File: src/rtl/dm_cache_ctrl_if.sv
// Bus bundle for the direct-mapped cache controller.
// It carries the CPU request/response, the tag and data memory ports, and the line memory port.
// The master modport is the controller's view; the slave modport is the environment's view.
interface dm_cache_ctrl_if #(
    parameter int TAG_W   = 18,
    parameter int INDEX_W = 10,
    parameter int LINE_W  = 128
);
    logic               cpu_valid;
    logic               cpu_rw;
    logic [31:0]        cpu_addr;
    logic [31:0]        cpu_wdata;
    logic               cpu_ready;
    logic [31:0]        cpu_rdata;

    logic [INDEX_W-1:0] tag_index;
    logic               tag_we;
    logic [TAG_W+1:0]   tag_wdata;
    logic [TAG_W+1:0]   tag_rdata;

    logic [INDEX_W-1:0] data_index;
    logic               data_we;
    logic [LINE_W-1:0]  data_wdata;
    logic [LINE_W-1:0]  data_rdata;

    logic               mem_valid;
    logic               mem_rw;
    logic [31:0]        mem_addr;
    logic [LINE_W-1:0]  mem_wdata;
    logic               mem_ready;
    logic [LINE_W-1:0]  mem_rdata;

    modport master (
        input  cpu_valid, cpu_rw, cpu_addr, cpu_wdata,
        output cpu_ready, cpu_rdata,
        output tag_index, tag_we, tag_wdata,
        input  tag_rdata,
        output data_index, data_we, data_wdata,
        input  data_rdata,
        output mem_valid, mem_rw, mem_addr, mem_wdata,
        input  mem_ready, mem_rdata
    );

    modport slave (
        output cpu_valid, cpu_rw, cpu_addr, cpu_wdata,
        input  cpu_ready, cpu_rdata,
        input  tag_index, tag_we, tag_wdata,
        output tag_rdata,
        input  data_index, data_we, data_wdata,
        output data_rdata,
        input  mem_valid, mem_rw, mem_addr, mem_wdata,
        output mem_ready, mem_rdata
    );
endinterface

File: src/rtl/dm_cache_ctrl.sv
// Blocking controller for a direct-mapped, write-back, write-allocate cache.
// It handles one CPU load or store at a time.
// It performs the tag compare and, on a miss, writes back a dirty line before refilling the line.
// The tag and data memories read asynchronously and commit writes on the rising edge.
module dm_cache_ctrl #(
    parameter int TAG_W   = 18,
    parameter int INDEX_W = 10,
    parameter int LINE_W  = 128
) (
    input  logic            clk,
    input  logic            rst,
    dm_cache_ctrl_if.master bus
);
    localparam logic [1:0] IDLE       = 2'd0;
    localparam logic [1:0] COMPARE    = 2'd1;
    localparam logic [1:0] WRITE_BACK = 2'd2;
    localparam logic [1:0] ALLOCATE   = 2'd3;

    logic [1:0]         state, state_nx;
    logic               req_rw;
    logic [31:2]        req_addr;
    logic [31:0]        req_wdata;

    logic [TAG_W-1:0]   req_tag;
    logic [INDEX_W-1:0] req_index;
    logic [1:0]         req_word;
    logic               ent_valid, ent_dirty;
    logic [TAG_W-1:0]   ent_tag;
    logic               hit;
    logic [LINE_W-1:0]  merged;
    logic [31:0]        hit_word;

    assign req_tag   = req_addr[31 -: TAG_W];
    assign req_index = req_addr[4 +: INDEX_W];
    assign req_word  = req_addr[3:2];

    assign {ent_valid, ent_dirty, ent_tag} = bus.tag_rdata;
    assign hit = (state == COMPARE) && ent_valid && (ent_tag == req_tag);

    // Select the addressed word for a load, and build the line with the store word merged in.
    always_comb begin
        hit_word = bus.data_rdata[{req_word, 5'b0} +: 32];
        merged   = bus.data_rdata;
        merged[{req_word, 5'b0} +: 32] = req_wdata;
    end

    // Next-state logic and all memory-side outputs. Nothing is registered, so reset drops mem_valid at once.
    always_comb begin
        state_nx       = state;
        bus.tag_index  = (state == IDLE) ? '0 : req_index;
        bus.data_index = (state == IDLE) ? '0 : req_index;
        bus.tag_we     = 1'b0;
        bus.tag_wdata  = {1'b1, 1'b1, req_tag};
        bus.data_we    = 1'b0;
        bus.data_wdata = merged;
        bus.mem_valid  = 1'b0;
        bus.mem_rw     = 1'b0;
        bus.mem_addr   = {req_tag, req_index, 4'b0};
        bus.mem_wdata  = bus.data_rdata;
        case (state)
            IDLE: begin
                if (bus.cpu_valid) state_nx = COMPARE;
            end
            COMPARE: begin
                if (hit) begin
                    // A store hit writes in place and marks the line dirty.
                    bus.tag_we  = req_rw;
                    bus.data_we = req_rw;
                    state_nx    = IDLE;
                end else if (ent_valid && ent_dirty) begin
                    state_nx = WRITE_BACK;
                end else begin
                    state_nx = ALLOCATE;
                end
            end
            WRITE_BACK: begin
                // The victim address comes from the stored tag. It stays stable because nothing writes during the wait.
                bus.mem_valid = 1'b1;
                bus.mem_rw    = 1'b1;
                bus.mem_addr  = {ent_tag, req_index, 4'b0};
                if (bus.mem_ready) state_nx = ALLOCATE;
            end
            ALLOCATE: begin
                bus.mem_valid = 1'b1;
                if (bus.mem_ready) begin
                    // Install a clean line. COMPARE then hits, and a store is merged on that hit.
                    bus.tag_we     = 1'b1;
                    bus.tag_wdata  = {1'b1, 1'b0, req_tag};
                    bus.data_we    = 1'b1;
                    bus.data_wdata = bus.mem_rdata;
                    state_nx       = COMPARE;
                end
            end
            default: state_nx = IDLE;
        endcase
    end

    // State register. Reset abandons any request in flight.
    always_ff @(posedge clk or posedge rst) begin
        if (rst) state <= IDLE;
        else     state <= state_nx;
    end

    // Latch the CPU request. This happens only when IDLE accepts a new request.
    always_ff @(posedge clk or posedge rst) begin
        if (rst) begin
            req_rw    <= 1'b0;
            req_addr  <= '0;
            req_wdata <= '0;
        end else if (state == IDLE && bus.cpu_valid) begin
            req_rw    <= bus.cpu_rw;
            req_addr  <= bus.cpu_addr[31:2];
            req_wdata <= bus.cpu_wdata;
        end
    end

    // Completion response. cpu_ready pulses for the cycle after the COMPARE hit.
    always_ff @(posedge clk or posedge rst) begin
        if (rst) begin
            bus.cpu_ready <= 1'b0;
            bus.cpu_rdata <= '0;
        end else begin
            bus.cpu_ready <= hit;
            if (hit) bus.cpu_rdata <= req_rw ? 32'h0 : hit_word;
        end
    end
endmodule

File: src/flat_wrapper.sv
// flat-port wrapper written by rule: the top's interface ports become plain ports
module dm_cache_ctrl_flat 
#(
    parameter int TAG_W   = 18,
    parameter int INDEX_W = 10,
    parameter int LINE_W  = 128
)
  (clk, rst, bus_cpu_valid, bus_cpu_rw, bus_cpu_addr, bus_cpu_wdata, bus_cpu_ready, bus_cpu_rdata, bus_tag_index, bus_tag_we, bus_tag_wdata, bus_tag_rdata, bus_data_index, bus_data_we, bus_data_wdata, bus_data_rdata, bus_mem_valid, bus_mem_rw, bus_mem_addr, bus_mem_wdata, bus_mem_ready, bus_mem_rdata);
  dm_cache_ctrl_if #(.TAG_W(TAG_W), .INDEX_W(INDEX_W), .LINE_W(LINE_W)) bus_i ();
  input  logic clk;
  input  logic rst;
  input wire logic [$bits(bus_i.cpu_valid)-1:0] bus_cpu_valid;
  input wire logic [$bits(bus_i.cpu_rw)-1:0] bus_cpu_rw;
  input wire logic [$bits(bus_i.cpu_addr)-1:0] bus_cpu_addr;
  input wire logic [$bits(bus_i.cpu_wdata)-1:0] bus_cpu_wdata;
  output wire logic [$bits(bus_i.cpu_ready)-1:0] bus_cpu_ready;
  output wire logic [$bits(bus_i.cpu_rdata)-1:0] bus_cpu_rdata;
  output wire logic [$bits(bus_i.tag_index)-1:0] bus_tag_index;
  output wire logic [$bits(bus_i.tag_we)-1:0] bus_tag_we;
  output wire logic [$bits(bus_i.tag_wdata)-1:0] bus_tag_wdata;
  input wire logic [$bits(bus_i.tag_rdata)-1:0] bus_tag_rdata;
  output wire logic [$bits(bus_i.data_index)-1:0] bus_data_index;
  output wire logic [$bits(bus_i.data_we)-1:0] bus_data_we;
  output wire logic [$bits(bus_i.data_wdata)-1:0] bus_data_wdata;
  input wire logic [$bits(bus_i.data_rdata)-1:0] bus_data_rdata;
  output wire logic [$bits(bus_i.mem_valid)-1:0] bus_mem_valid;
  output wire logic [$bits(bus_i.mem_rw)-1:0] bus_mem_rw;
  output wire logic [$bits(bus_i.mem_addr)-1:0] bus_mem_addr;
  output wire logic [$bits(bus_i.mem_wdata)-1:0] bus_mem_wdata;
  input wire logic [$bits(bus_i.mem_ready)-1:0] bus_mem_ready;
  input wire logic [$bits(bus_i.mem_rdata)-1:0] bus_mem_rdata;
  assign bus_i.cpu_valid = bus_cpu_valid;
  assign bus_i.cpu_rw = bus_cpu_rw;
  assign bus_i.cpu_addr = bus_cpu_addr;
  assign bus_i.cpu_wdata = bus_cpu_wdata;
  assign bus_cpu_ready = bus_i.cpu_ready;
  assign bus_cpu_rdata = bus_i.cpu_rdata;
  assign bus_tag_index = bus_i.tag_index;
  assign bus_tag_we = bus_i.tag_we;
  assign bus_tag_wdata = bus_i.tag_wdata;
  assign bus_i.tag_rdata = bus_tag_rdata;
  assign bus_data_index = bus_i.data_index;
  assign bus_data_we = bus_i.data_we;
  assign bus_data_wdata = bus_i.data_wdata;
  assign bus_i.data_rdata = bus_data_rdata;
  assign bus_mem_valid = bus_i.mem_valid;
  assign bus_mem_rw = bus_i.mem_rw;
  assign bus_mem_addr = bus_i.mem_addr;
  assign bus_mem_wdata = bus_i.mem_wdata;
  assign bus_i.mem_ready = bus_mem_ready;
  assign bus_i.mem_rdata = bus_mem_rdata;
  dm_cache_ctrl #(.TAG_W(TAG_W), .INDEX_W(INDEX_W), .LINE_W(LINE_W)) u_core (.clk(clk), .rst(rst), .bus(bus_i));
endmodule
File: config.mk
export PLATFORM = sky130hd
export DESIGN_NAME = dm_cache_ctrl_flat
export DESIGN_NICKNAME = d
export VERILOG_FILES = /design/src/rtl/dm_cache_ctrl_if.sv /design/src/rtl/dm_cache_ctrl.sv /design/src/flat_wrapper.sv
export SDC_FILE = /design/constraint.sdc
export NUM_CORES = 1
export LEC_CHECK = 0
export CAP_MARGIN = 20
export CORE_AREA = 5 5 271 273
export CTS_BUF_LIST = sky130_fd_sc_hd__clkbuf_4 sky130_fd_sc_hd__clkbuf_8
export CTS_CLUSTER_SIZE = 30
export DETAILED_ROUTE_END_ITERATION = 10
export DIE_AREA = 0 0 276 278
export PLACE_DENSITY_LB_ADDON = 0.05
export SYNTH_ARGS = -nofsm -noshare
export SYNTH_HDL_FRONTEND = slang
export SYNTH_SLANG_ARGS = --single-unit
File: constraint.sdc
create_clock -name clk -period 8.03 [get_ports clk]
set_clock_uncertainty 0.05 [all_clocks]
set_input_delay 2.409 -clock clk [delete_from_list [all_inputs] [get_ports clk]]
set_output_delay 2.409 -clock clk [all_outputs]
set_load 0.005 [all_outputs]
==> qor.txt <==
Area leader, netlist -> dfrtp_1
Maximum vdd drop -> 0.146 mV
Via/cell ratio -> 4.00
Post-synth cell types -> 30
Pwr per Cell Area -> 286 mW/mm^2
Synth Area per Inst -> 8.99 sq um
# Post-CTS Setup Buffers -> 0
Initial drt markers -> 389
Antenna-violating nets left -> 0
Crit Path Category -> primary input to output pin
Placed cells -> 2,418
Synth top area cells -> dfrtp_1 28%, buf_4 14%, mux2_2 14%
Mapped Area -> 0.00891 sq mm
Total gr overflow -> 0
Setup_tns -> 0 ps
Max Slew Vio Count -> 0
Final WL -> 63,600 microns
Most frequent cells in the layout -> 702 x clkdlybuf4s50_1, 259 x nor2_1, 128 x a221oi_1, 111 x mux2_2, 95 x dfrtp_1
CP Capture Type -> output pin
Die ar. -> 0.0767 sq mm
Buffers on Ports -> 702
Routed len/inst -> 26.1 microns
CORE AREA -> 0.0709 sq mm
# fillers -> 7,854
Final setup vio count -> 0
Seq. cell area -> 0.00246 sq mm
DRC viols -> 0
Sequential-to-total area share from yosys stat -> 27.5%
First-pass GRT wire length -> 87,400 microns
Area of the multi-input gates -> 0.00484 sq mm
Sequential share of power -> 21.2%
Top Ports -> 710
TritonCTS clock tree -> yes
Die W -> 276 microns
CTS Buffer Depth -> 2
Area fraction of the dominant cell type after synthesis -> 27.5%
Largest net degree at the start of global routing -> 59
Rows -> 98
Final worst-path cycle share -> 91.4%
Fin crit period -> 7340 ps
Cts hold-fix bufs -> 0
Clock power share -> 7.9%
CTS buffer count -> 9
Hold Path Class -> register to register
Status -> completed
Initial Utilization -> 12.6%
Clock net sink count -> 98
Final hold vios -> 0
Max FO, Critical Path -> 58
Leakage power -> 0.00612 uW
Vias in the first global route -> 10,724
Commonest non-fill, non-tap cell in the layout -> clkdlybuf4s50_1
CTS root buffer -> clkbuf_8
WP data required -> 5570 ps
Area grow syn2layout -> 79.6%
CP Launch Type -> primary input
Worst path arrival time -> 4880 ps
Final-stage net count -> 1,834
Initial antenna violation count -> 13
DR pass1 iterations -> 4
Combinational share of power -> 70.9%
Layout cells sized above 1 -> 13.2%
Internal Power -> 2570 uW
Sw Share -> 43.9%
Post_cts resized -> 0
Fmax achieved -> 0.136 GHz
Slew HR -> 25.0%
CTS HTree Levels -> 3
Seq cells post-synth -> 98
Worst-Margin Slew -> 1130 ps
Clock Latency Late Sink -> 430 ps
DP HPWL -> 48,900 microns
Routed via count -> 9,761
Die span in y -> 278 microns
Clk pin slew, worst setup/hold paths -> 120 ps
Syn. warnings -> 0
Max_cap viols -> 0
Total GRT Usage -> 15.8%
RSZ-0062 raised after global routing -> false
P_sw -> 2010 uW
Final Non-Filler Cells -> 2,441
Post-Syn Instances -> 991
Routability cong. -> 0.756
layout make-up:
cell class / count / area share, %
timing repair buffer: 723 / 45.3
multi-input combinational: 634 / 30.2
sequential: 98 / 15.4
tap: 950 / 7.43
clock buffer: 9 / 0.774
clock inverter: 7 / 0.391
inverter: 14 / 0.391
antenna: 6 / 0.0938
cell usage after synthesis:
library cell,n
o21a_1,1
buf_2,9
nor4b_1,1
xor2_1,12
nor3_1,4
a21oi_1,1
nand3_1,2
inv_1,14
buf_6,3
nor2b_1,42
ha_1,9
o22ai_1,2
nor3_4,1
buf_4,172
and3_1,1
xnor2_1,6
mux4_2,32
o31ai_1,1
clkbuf_1,64
nor2_1,259
nor4_1,4
a21o_1,1
and2_1,1
nand2_1,7
a221oi_1,128
nand4_1,1
mux2_1,2
dfrtp_1,98
conb_1,2
mux2_2,111
state kept, by name (all words and copies together), names as in the netlist:
register              count
u_core.req_addr          30
u_core.req_wdata         32
u_core.state              2
u_core.bus.cpu_ready      1
u_core.bus.cpu_rdata     32
u_core.req_rw             1
logic make-up (layout without fill, tap and decap cells):
group	Yosys count	in the layout	share of synthesized area (%)
AOI/OAI and AO/OA	134	134	13.0
xor gates and xnor gates	18	18	1.77
adders and majority gates	9	9	1.26
buffers and inverters	262	753	18.7
DFF	98	98	27.5
muxes	145	145	22.4
other	2	11	0.0843
and+or+nand+nor	323	323	15.3
routing by layer:
layer  track usage, %  vias up  part of all wire [%]
met3             5.00       59                   7.0
met1             17.4     4858                    38
met5                0        -                 0.097
met4             4.29       10                   2.4
li1                 -     4356                     -
met2             29.3      478                    53
critical path, stage by stage:
cell and delay, ps:
clkdlybuf4s50_1 420, and2_4 250, buf_12 230, a221oi_1 920
nor2_1 80, clkdlybuf4s50_1 490
stage by stage:
stage,util (%),hold slack (ps),area [sq um],total power (uW),worst slack [ps]
floorplan,-,433,8920,2380,1810
global placement,22.3,426,15800,4310,826
global route,22.6,469,16000,4920,625
finish,22.6,448,16000,4580,687
CTS,22.5,457,16000,4710,815
detailed placement,22.3,426,15800,4300,831
worst paths after layout:
check,depth (start not counted),to,startpoint,slack [ps]
worst min-delay path,1,u_core.bus.cpu_rdata[30],u_core.bus.cpu_rdata[30],450
max in group asynchronous,3,u_core.req_rw,rst,4330
worst min register to register,1,u_core.bus.cpu_rdata[30],u_core.bus.cpu_rdata[30],450
min in group asynchronous,2,u_core.req_wdata[30],rst,2380
worst max-delay path,6,bus_data_wdata[2],bus_mem_ready,690
worst max register to register,6,u_core.bus.cpu_rdata[21],u_core.req_addr[31],5370
power by group through the flow:
| stage | sequential [uW] | combinational [uW] | clock (uW) |
|---|---|---|---|
| global placement | 987 | 3330 | 0 |
| detailed placement | 992 | 3310 | 0 |
| global route | 1010 | 3500 | 412 |
| CTS | 982 | 3330 | 400 |
| finish | 972 | 3240 | 362 |
| floorplan | 810 | 1570 | 0 |
(Power assumes the default switching activity.)
